**config.mk**
```make
export PLATFORM = sky130hd
export DESIGN_NAME = burst_read_engine
export DESIGN_NICKNAME = d
export VERILOG_FILES = /design/src/rtl/burst_pkg.sv /design/src/rtl/burst_issuer.sv /design/src/rtl/burst_read_engine.sv
export SDC_FILE = /design/constraint.sdc
export NUM_CORES = 1
export LEC_CHECK = 0
export CAP_MARGIN = 30
export CORE_AREA = 2 2 271 273
export DETAILED_ROUTE_END_ITERATION = 8
export DIE_AREA = 0 0 273 275
export GPL_TIMING_DRIVEN = 0
export MAX_ROUTING_LAYER = met4
export PLACE_DENSITY_LB_ADDON = 0.1
export REMOVE_ABC_BUFFERS = 1
export SYNTH_ARGS = -nofsm -noshare
export SYNTH_HDL_FRONTEND = slang
export SYNTH_HIERARCHICAL = 1
export SYNTH_SLANG_ARGS = --single-unit
```
**constraint.sdc**
```tcl
create_clock -name CLOCK -period 13.4 [get_ports CLOCK]
set_input_delay 2.68 -clock CLOCK [delete_from_list [all_inputs] [get_ports CLOCK]]
set_output_delay 2.68 -clock CLOCK [all_outputs]
set_load 0.03 [all_outputs]
```
**src/rtl/burst_pkg.sv**
```systemverilog
// Shared definitions for the burst read engine: FSM encoding, command and
// status word field positions, and the discarded all-zero command.
package burst_pkg;

   typedef enum logic [1:0] {
      IDLE   = 2'd0,
      FETCH  = 2'd1,
      RUN    = 2'd2,
      REPORT = 2'd3
   } state_t;

   // Command word: {byte_size, byte_addr}
   localparam int          CMD_FIELD_W  = 32;
   localparam int          CMD_ADDR_LSB = 0;
   localparam int          CMD_SIZE_LSB = 32;
   localparam logic [63:0] CMD_ZERO     = 64'h0;

   // Status word: {checksum, 15'b0, err, job_id}
   localparam int          STS_JOB_LSB  = 0;
   localparam int          STS_ERR_BIT  = 16;
   localparam int          STS_CSUM_LSB = 32;
   localparam int          STS_CSUM_W   = 32;

endpackage

```
**src/rtl/burst_issuer.sv**
```systemverilog
// Burst issue engine: walks the word address of a job in bursts of at most
// BURST_MAX beats, never letting issued-but-unreturned beats exceed
// MAX_BEATS_INFLIGHT. Holds the request stable while the memory stalls it.
module burst_issuer
   import burst_pkg::*;
#(
   parameter int ADDR_W             = 27,
   parameter int CNT_W              = 32,
   parameter int BURST_MAX          = 128,
   parameter int MAX_BEATS_INFLIGHT = 256
) (
   input  logic              CLOCK,
   input  logic              reset_n,
   input  logic              i_start,
   input  logic [ADDR_W-1:0] i_start_addr,
   input  logic [CNT_W-1:0]  i_beats,
   input  logic              i_run,
   input  logic              i_beat_ret,
   input  logic              i_mem_waitrequest,
   output logic [ADDR_W-1:0] o_mem_address,
   output logic [7:0]        o_mem_burstcount,
   output logic              o_mem_read
);

   localparam int IF_W = $clog2(MAX_BEATS_INFLIGHT + 1);

   logic [ADDR_W-1:0] r_addr;
   logic [CNT_W-1:0]  r_left;
   logic [IF_W-1:0]   r_inflight;
   logic [ADDR_W-1:0] r_mem_address;
   logic [7:0]        r_mem_burstcount;
   logic              r_mem_read;

   logic [7:0]        w_next_burst;
   logic              w_room;
   logic              w_issue;
   logic              w_accept;
   logic [IF_W-1:0]   w_add;
   logic [IF_W-1:0]   w_sub;

   // Size of the next burst, window check and the request/accept strobes
   always_comb begin
      w_next_burst = (r_left < CNT_W'(BURST_MAX)) ? r_left[7:0] : 8'(BURST_MAX);
      w_room       = ({1'b0, r_inflight} + (IF_W+1)'(w_next_burst))
                     <= (IF_W+1)'(MAX_BEATS_INFLIGHT);
      w_issue      = i_run && (r_left != '0) && !r_mem_read && w_room;
      w_accept     = r_mem_read && !i_mem_waitrequest;
      w_add        = w_accept ? IF_W'(r_mem_burstcount) : '0;
      w_sub        = i_beat_ret ? IF_W'(1) : '0;
   end

   // Job cursor, outstanding-beat count and the registered memory request
   always_ff @(posedge CLOCK or negedge reset_n) begin
      if (!reset_n) begin
         r_addr           <= '0;
         r_left           <= '0;
         r_inflight       <= '0;
         r_mem_address    <= '0;
         r_mem_burstcount <= '0;
         r_mem_read       <= 1'b0;
      end else begin
         if (i_start) begin
            r_addr     <= i_start_addr;
            r_left     <= i_beats;
            r_inflight <= '0;
         end else begin
            // Accepted bursts and returned beats can land together; net them.
            r_inflight <= r_inflight + w_add - w_sub;
         end
         if (w_issue) begin
            r_mem_read       <= 1'b1;
            r_mem_address    <= r_addr;
            r_mem_burstcount <= w_next_burst;
            r_addr           <= r_addr + ADDR_W'(w_next_burst);
            r_left           <= r_left - CNT_W'(w_next_burst);
         end else if (w_accept) begin
            r_mem_read <= 1'b0;
         end
      end
   end

   assign o_mem_address    = r_mem_address;
   assign o_mem_burstcount = r_mem_burstcount;
   assign o_mem_read       = r_mem_read;

endmodule

```
**src/rtl/burst_read_engine.sv**
```systemverilog
// Burst read engine: fetches {byte_size, byte_addr} jobs from a command
// port, streams the addressed SDRAM beats out unthrottled, and reports a
// per-job status word carrying a 32-bit checksum, an error flag and job id.
module burst_read_engine
   import burst_pkg::*;
#(
   parameter int DATA_W             = 256,
   parameter int ADDR_W             = 27,
   parameter int BURST_MAX          = 128,
   parameter int MAX_BEATS_INFLIGHT = 256,
   parameter int JOB_W              = 16
) (
   input  logic              CLOCK,
   input  logic              reset_n,
   output logic              cmd_read,
   input  logic [63:0]       cmd_readdata,
   input  logic              cmd_waitrequest,
   output logic              sts_write,
   output logic [63:0]       sts_writedata,
   input  logic              sts_waitrequest,
   output logic [ADDR_W-1:0] mem_address,
   output logic [7:0]        mem_burstcount,
   output logic              mem_read,
   input  logic              mem_waitrequest,
   input  logic [DATA_W-1:0] mem_readdata,
   input  logic              mem_readdatavalid,
   output logic              beat_valid,
   output logic [DATA_W-1:0] beat_data,
   output logic              beat_last,
   output logic              busy
);

   localparam int SHIFT = $clog2(DATA_W / 8);
   localparam int CNT_W = 32;

   state_t              r_state;
   state_t              w_next;
   logic [CNT_W-1:0]    r_total;
   logic [CNT_W-1:0]    r_rcvd;
   logic [31:0]         r_checksum;
   logic                r_err;
   logic [JOB_W-1:0]    r_job_id;
   logic                r_beat_valid;
   logic [DATA_W-1:0]   r_beat_data;
   logic                r_beat_last;

   logic [CMD_FIELD_W-1:0] w_cmd_addr;
   logic [CMD_FIELD_W-1:0] w_cmd_size;
   logic [CNT_W-1:0]       w_cmd_beats;
   logic [ADDR_W-1:0]      w_cmd_waddr;
   logic                   w_rdv_run;
   logic                   w_last_beat;
   logic                   w_start;
   logic                   w_zero_job;
   logic                   w_sts_done;
   logic [63:0]            w_sts_word;

   // Decode the command word into a word address and a beat count
   always_comb begin
      w_cmd_addr  = cmd_readdata[CMD_ADDR_LSB +: CMD_FIELD_W];
      w_cmd_size  = cmd_readdata[CMD_SIZE_LSB +: CMD_FIELD_W];
      w_cmd_beats = CNT_W'(w_cmd_size >> SHIFT);
      w_cmd_waddr = ADDR_W'(w_cmd_addr >> SHIFT);
      w_rdv_run   = mem_readdatavalid && (r_state == RUN);
      w_last_beat = (r_rcvd == r_total - CNT_W'(1));
   end

   // Next-state logic and job start/finish strobes
   always_comb begin
      // NOTE: every output of this block gets a default first, so no path
      // through the case leaves a variable unassigned and infers a latch.
      w_next     = r_state;
      w_start    = 1'b0;
      w_zero_job = 1'b0;
      w_sts_done = 1'b0;
      case (r_state)
         IDLE: w_next = FETCH;
         FETCH: begin
            if (!cmd_waitrequest && (cmd_readdata != CMD_ZERO)) begin
               if (w_cmd_beats == '0) begin
                  w_zero_job = 1'b1;
                  w_next     = REPORT;
               end else begin
                  w_start = 1'b1;
                  w_next  = RUN;
               end
            end
         end
         RUN: begin
            if (w_rdv_run && w_last_beat) w_next = REPORT;
         end
         REPORT: begin
            if (!sts_waitrequest) begin
               w_sts_done = 1'b1;
               w_next     = IDLE;
            end
         end
         default: w_next = IDLE;
      endcase
   end

   // State register
   always_ff @(posedge CLOCK or negedge reset_n) begin
      // NOTE: sequential state uses non-blocking assignments so every
      // register samples pre-edge values regardless of block ordering.
      if (!reset_n) r_state <= IDLE;
      else          r_state <= w_next;
   end

   // Beat output register, job bookkeeping and checksum accumulation
   always_ff @(posedge CLOCK or negedge reset_n) begin
      if (!reset_n) begin
         r_total      <= '0;
         r_rcvd       <= '0;
         r_checksum   <= '0;
         r_err        <= 1'b0;
         r_job_id     <= '0;
         r_beat_valid <= 1'b0;
         r_beat_data  <= '0;
         r_beat_last  <= 1'b0;
      end else begin
         r_beat_valid <= w_rdv_run;
         r_beat_last  <= w_rdv_run && w_last_beat;
         if (w_rdv_run) begin
            r_beat_data <= mem_readdata;
            r_checksum  <= r_checksum + mem_readdata[31:0];
            r_rcvd      <= r_rcvd + CNT_W'(1);
         end
         if (w_start || w_zero_job) begin
            r_total    <= w_cmd_beats;
            r_rcvd     <= '0;
            r_checksum <= '0;
            r_err      <= w_zero_job;
         end
         if (w_sts_done) r_job_id <= r_job_id + JOB_W'(1);
      end
   end

   // Status word assembly, driven only while it is being offered
   always_comb begin
      w_sts_word = '0;
      w_sts_word[STS_JOB_LSB +: JOB_W]        = r_job_id;
      w_sts_word[STS_ERR_BIT]                 = r_err;
      w_sts_word[STS_CSUM_LSB +: STS_CSUM_W]  = r_checksum;
   end

   burst_issuer #(
      .ADDR_W             (ADDR_W),
      .CNT_W              (CNT_W),
      .BURST_MAX          (BURST_MAX),
      .MAX_BEATS_INFLIGHT (MAX_BEATS_INFLIGHT)
   ) u_issuer (
      .CLOCK             (CLOCK),
      .reset_n           (reset_n),
      .i_start           (w_start),
      .i_start_addr      (w_cmd_waddr),
      .i_beats           (w_cmd_beats),
      .i_run             (r_state == RUN),
      .i_beat_ret        (w_rdv_run),
      .i_mem_waitrequest (mem_waitrequest),
      .o_mem_address     (mem_address),
      .o_mem_burstcount  (mem_burstcount),
      .o_mem_read        (mem_read)
   );

   assign cmd_read      = (r_state == FETCH);
   assign sts_write     = (r_state == REPORT);
   assign sts_writedata = sts_write ? w_sts_word : 64'h0;
   assign busy          = (r_state == RUN) || (r_state == REPORT);
   assign beat_valid    = r_beat_valid;
   assign beat_data     = r_beat_data;
   assign beat_last     = r_beat_last;

endmodule

```
==> impl_metrics.csv <==
group,metric,value,unit
setup_path,crit_start,"mem_readdatavalid",
detailed_routing,drt_iter0_markers,1452,
clocking,clk_pin_slew,0.06,ns
pwr,seqPwrFrac,31.0,%
detailed_routing,viasPerCell,4.91,
synth,ys_warn_count,6,
pwr,p_leak,15.4,nW
sta,timing.hold.ws,0.471,ns
synth,synth_ff_type,"dfrtp_1",
setup_path,arrival,7.83,ns
die,num_rows,99,
synth,synthCells,2699,
run,max-cap-violations,0,
layout,fillers,6988,
layout,seq_area,11800,sq um
sta,tns,0,ns
pwr,p_comb_share,49.9,%
detailed_routing,wl_per_cell,21.2,um
detailed_routing,drc,0,
die,initial_core_util,33.2,%
setup_path,worstSetupStartpointType,"primary input",
setup_path,cp_common_cell,"buf_16",
pwr,intPower,0.00448,W
place,hpwlAfterDp,70900,um
sta,layout_min_cycle_time,7.36,ns
sta,fin_crit_sh,54.9,%
min_path,min_from,"r_job_id[15]",
grt,grt_overflow_total,0,
synth,yosysSeqAreaShare,49.2,%
grt,first_global_vias,20696,
clocking,ctsHoldBuffers,0,
die,die_w,273,um
sta,slew_headroom,39.3,%
die,die_area,75100,sq um
sta,clock_skew,0.0194,ns
synth,synth_area,24000,sq um
pwr,swShare,43.6,%
clocking,clockBufferDepth,3,
pwr,power.share.clock,19.1,%
detailed_routing,vias,21314,
clocking,post-cts-setup-buffers,0,
layout,nets,3729,
clocking,htreeDepth,2,
setup_path,regToRegStartpoint,"u_issuer/r_left[13]",
pwr,p_per_area,236,nW/um^2
clocking,cts.sinks,472,
die,dieHeight,275,um
clocking,cts_resized,0,
grt,grt_util_all_layers,24.5,%
setup_path,cp_max_fo,130,
synth,syn_area_per_cell,8.89,sq um
setup_path,cp_cell_sequence,"clkdlybuf4s50_1 -> nand2_4 -> buf_16 -> buf_16 -> inv_8 -> buf_16 -> buf_16 -> ha_1 -> inv_1 -> ha_1 -> fa_1 -> a21o_1 -> a21oi_1 -> o21bai_1 -> a21oi_1 -> o21bai_1 -> a21oi_1 -> xnor2_1 -> nor2_1",
synth,ys_top_cells_by_count,"nand2_1, dfrtp_1, nor2_1",
min_path,hold_class,"register to register",
synth,synth_most_common_cell,"nand2_1",
pwr,finalPower,0.00795,W
setup_path,crit_buf_inv,7,
detailed_routing,antenna_left,0,
outcome,outcome,"completed",
place,dp_cells,4228,
clocking,ctsRootBufferMaster,"clkbuf_16",
layout,instances_no_fill,4340,
sta,tightest_slew,0.911,ns
setup_path,setup.worst_path.end_class,"register",
synth,synth-seq-cells,472,
setup_path,cp_slowest_cell,"clkdlybuf4s50_1",
sta,hold_viol,0,
grt,grt_pass1_wl,134000,um
layout,multiInputGateArea,11300,sq um
sta,setup_viol,0,
die,core_area,72300,sq um
grt,grt_max_degree,131,
setup_path,cp_slowest_stage_delay,0.51,ns
setup_path,critPathKind,"primary input to register",
sta,rsz0062_at_grt,"no",
layout,drive_gt1_share,6.11,%
detailed_routing,first_pass_iters,5,
synth,synth.largest_area_cell,"dfrtp_1",
clocking,insertion_delay,0.61,ns
synth,synth_edf_count,0,
setup_path,cp.required,13.87,ns
die,ios,687,
detailed_routing,drt-total-wl,92000,um
clocking,cts_tree,"done",
sta,maxSlewViolCount,0,
synth,async_reset_ff_share,100,%
synth,synth_top_area_share,49.2,%
place,gp_congestion,0.989,
synth,ys_types,91,
clocking,numCtsBuffers,57,
grt,antenna_found_initial,25,
layout,layout-area-overhead-vs-synth,40.3,%
place,port_buffers,671,
pwr,p_switching,0.00347,W
setup_path,crit_family,"buffers and inverters",
sta,max_freq,136,MHz
pwr,vdd_ir_drop_max,0.155,mV
synth,synth_top_cells_by_area,"dfrtp_1, nand2_1, ha_1, xnor2_1, xor2_1",
-- cell type report --
cell class / count / area share, %
diodes: 11 / 0.0818
clock buffers: 84 / 4.95
flip-flops and latches: 472 / 35.1
well taps: 959 / 3.56
clock inverters: 17 / 0.424
inverters: 74 / 0.847
repair buffers: 693 / 21.4
multi-input cells: 2030 / 33.7
-- layout by cell type, fill, tap and decap left out, types with 15 or more instances in the layout --
cell type and n:
nor2_1 110, or3_1 22, nand2_1 983, xor2_1 54, conb_1 21, clkdlybuf4s50_1 670
xnor2_1 63, a21oi_1 72, a31oi_1 17, and3_1 24, a211oi_1 17, nor2b_1 15
a21o_1 19, inv_1 71, o21ai_0 63, clkbuf_16 57, nand3_1 54, and2_1 65
nor4_1 22, ha_1 70, nand4_1 30, mux2_2 32, mux2i_1 40, nor3_1 50
dfrtp_1 472
-- per-layer routing --
layer / wire length, um / part of all wire [%] / GRT usage [%]
met5: 0 / 0 / -
met4: 2720 / 3.0 / 7.46
met3: 6380 / 6.9 / 5.87
met2: 45000 / 49 / 40.5
met1: 37800 / 41 / 29.7
-- stage by stage --
stage          cell area, sq um  util, %  worst slack, ns
6_report                  33700     46.5             6.04
5_1_grt                   33700     46.5             5.67
4_1_cts                   33600     46.5             6.06
3_5_place_dp              31800     44.0             5.41
3_3_place_gp              31300     43.3           -19.42
2_1_floorplan             23400        -            -3.80
-- power by group through the flow --
stage | Clock, W | Sequential (W) | Combinational (W)
after floorplan | 0 | 0.00316 | 0.00161
after global placement | 0 | 0.00247 | 0.00398
after detailed placement | 0 | 0.00249 | 0.00398
after CTS | 0.00157 | 0.00247 | 0.00400
after global routing | 0.00162 | 0.00255 | 0.00429
final | 0.00152 | 0.00247 | 0.00397
-- final timing paths --
| check | end | slack, ns | cells past startpoint |
|---|---|---|---|
| min reg2reg | r_job_id[15] | 0.47 | 1 |
| min in group asynchronous | r_rcvd[27] | 1.94 | 1 |
| max reg2reg | u_issuer/r_addr[14] | 7.18 | 15 |
| max in group asynchronous | beat_data[136] | 9.93 | 4 |
| max | u_issuer/r_inflight[8] | 6.04 | 19 |
| min | r_job_id[15] | 0.47 | 1 |
-- registers in the layout, indices dropped and copies added, names as in the netlist --
name                       count
u_issuer/o_mem_address        27
r_total                       27
r_rcvd                        32
u_issuer/r_addr               27
beat_valid                     1
u_issuer/o_mem_read            1
r_checksum                    32
r_err                          1
u_issuer/r_left               32
beat_last                      1
beat_data                    256
u_issuer/o_mem_burstcount      8
r_state                        2
r_job_id                      16
u_issuer/r_inflight            9
-- logic make-up after synthesis --
family / after synthesis / share of synthesized area, %
simple gates: 1436 / 26.2
flops: 472 / 49.2
compound gates: 302 / 8.68
buf+inv: 216 / 3.93
xor+xnor: 117 / 4.27
mux: 79 / 3.61
fa+ha+maj: 75 / 4.04
other cells: 2 / 0.0313
-- worst register-to-register path: stages (launching register included) --
cell and delay [ns]:
dfrtp_1 0.44, or4_4 0.56, or4b_1 0.70, nor3_4 0.57, nand2_1 0.31, inv_1 0.20, ha_1 0.14, a211oi_1 0.09
o21a_1 0.23, o31a_1 0.34, or3b_2 0.45, a31oi_1 0.39, o21a_4 0.79, buf_16 0.34, mux2_4 0.35, o221a_1 0.22
(Power assumes the default switching activity.)
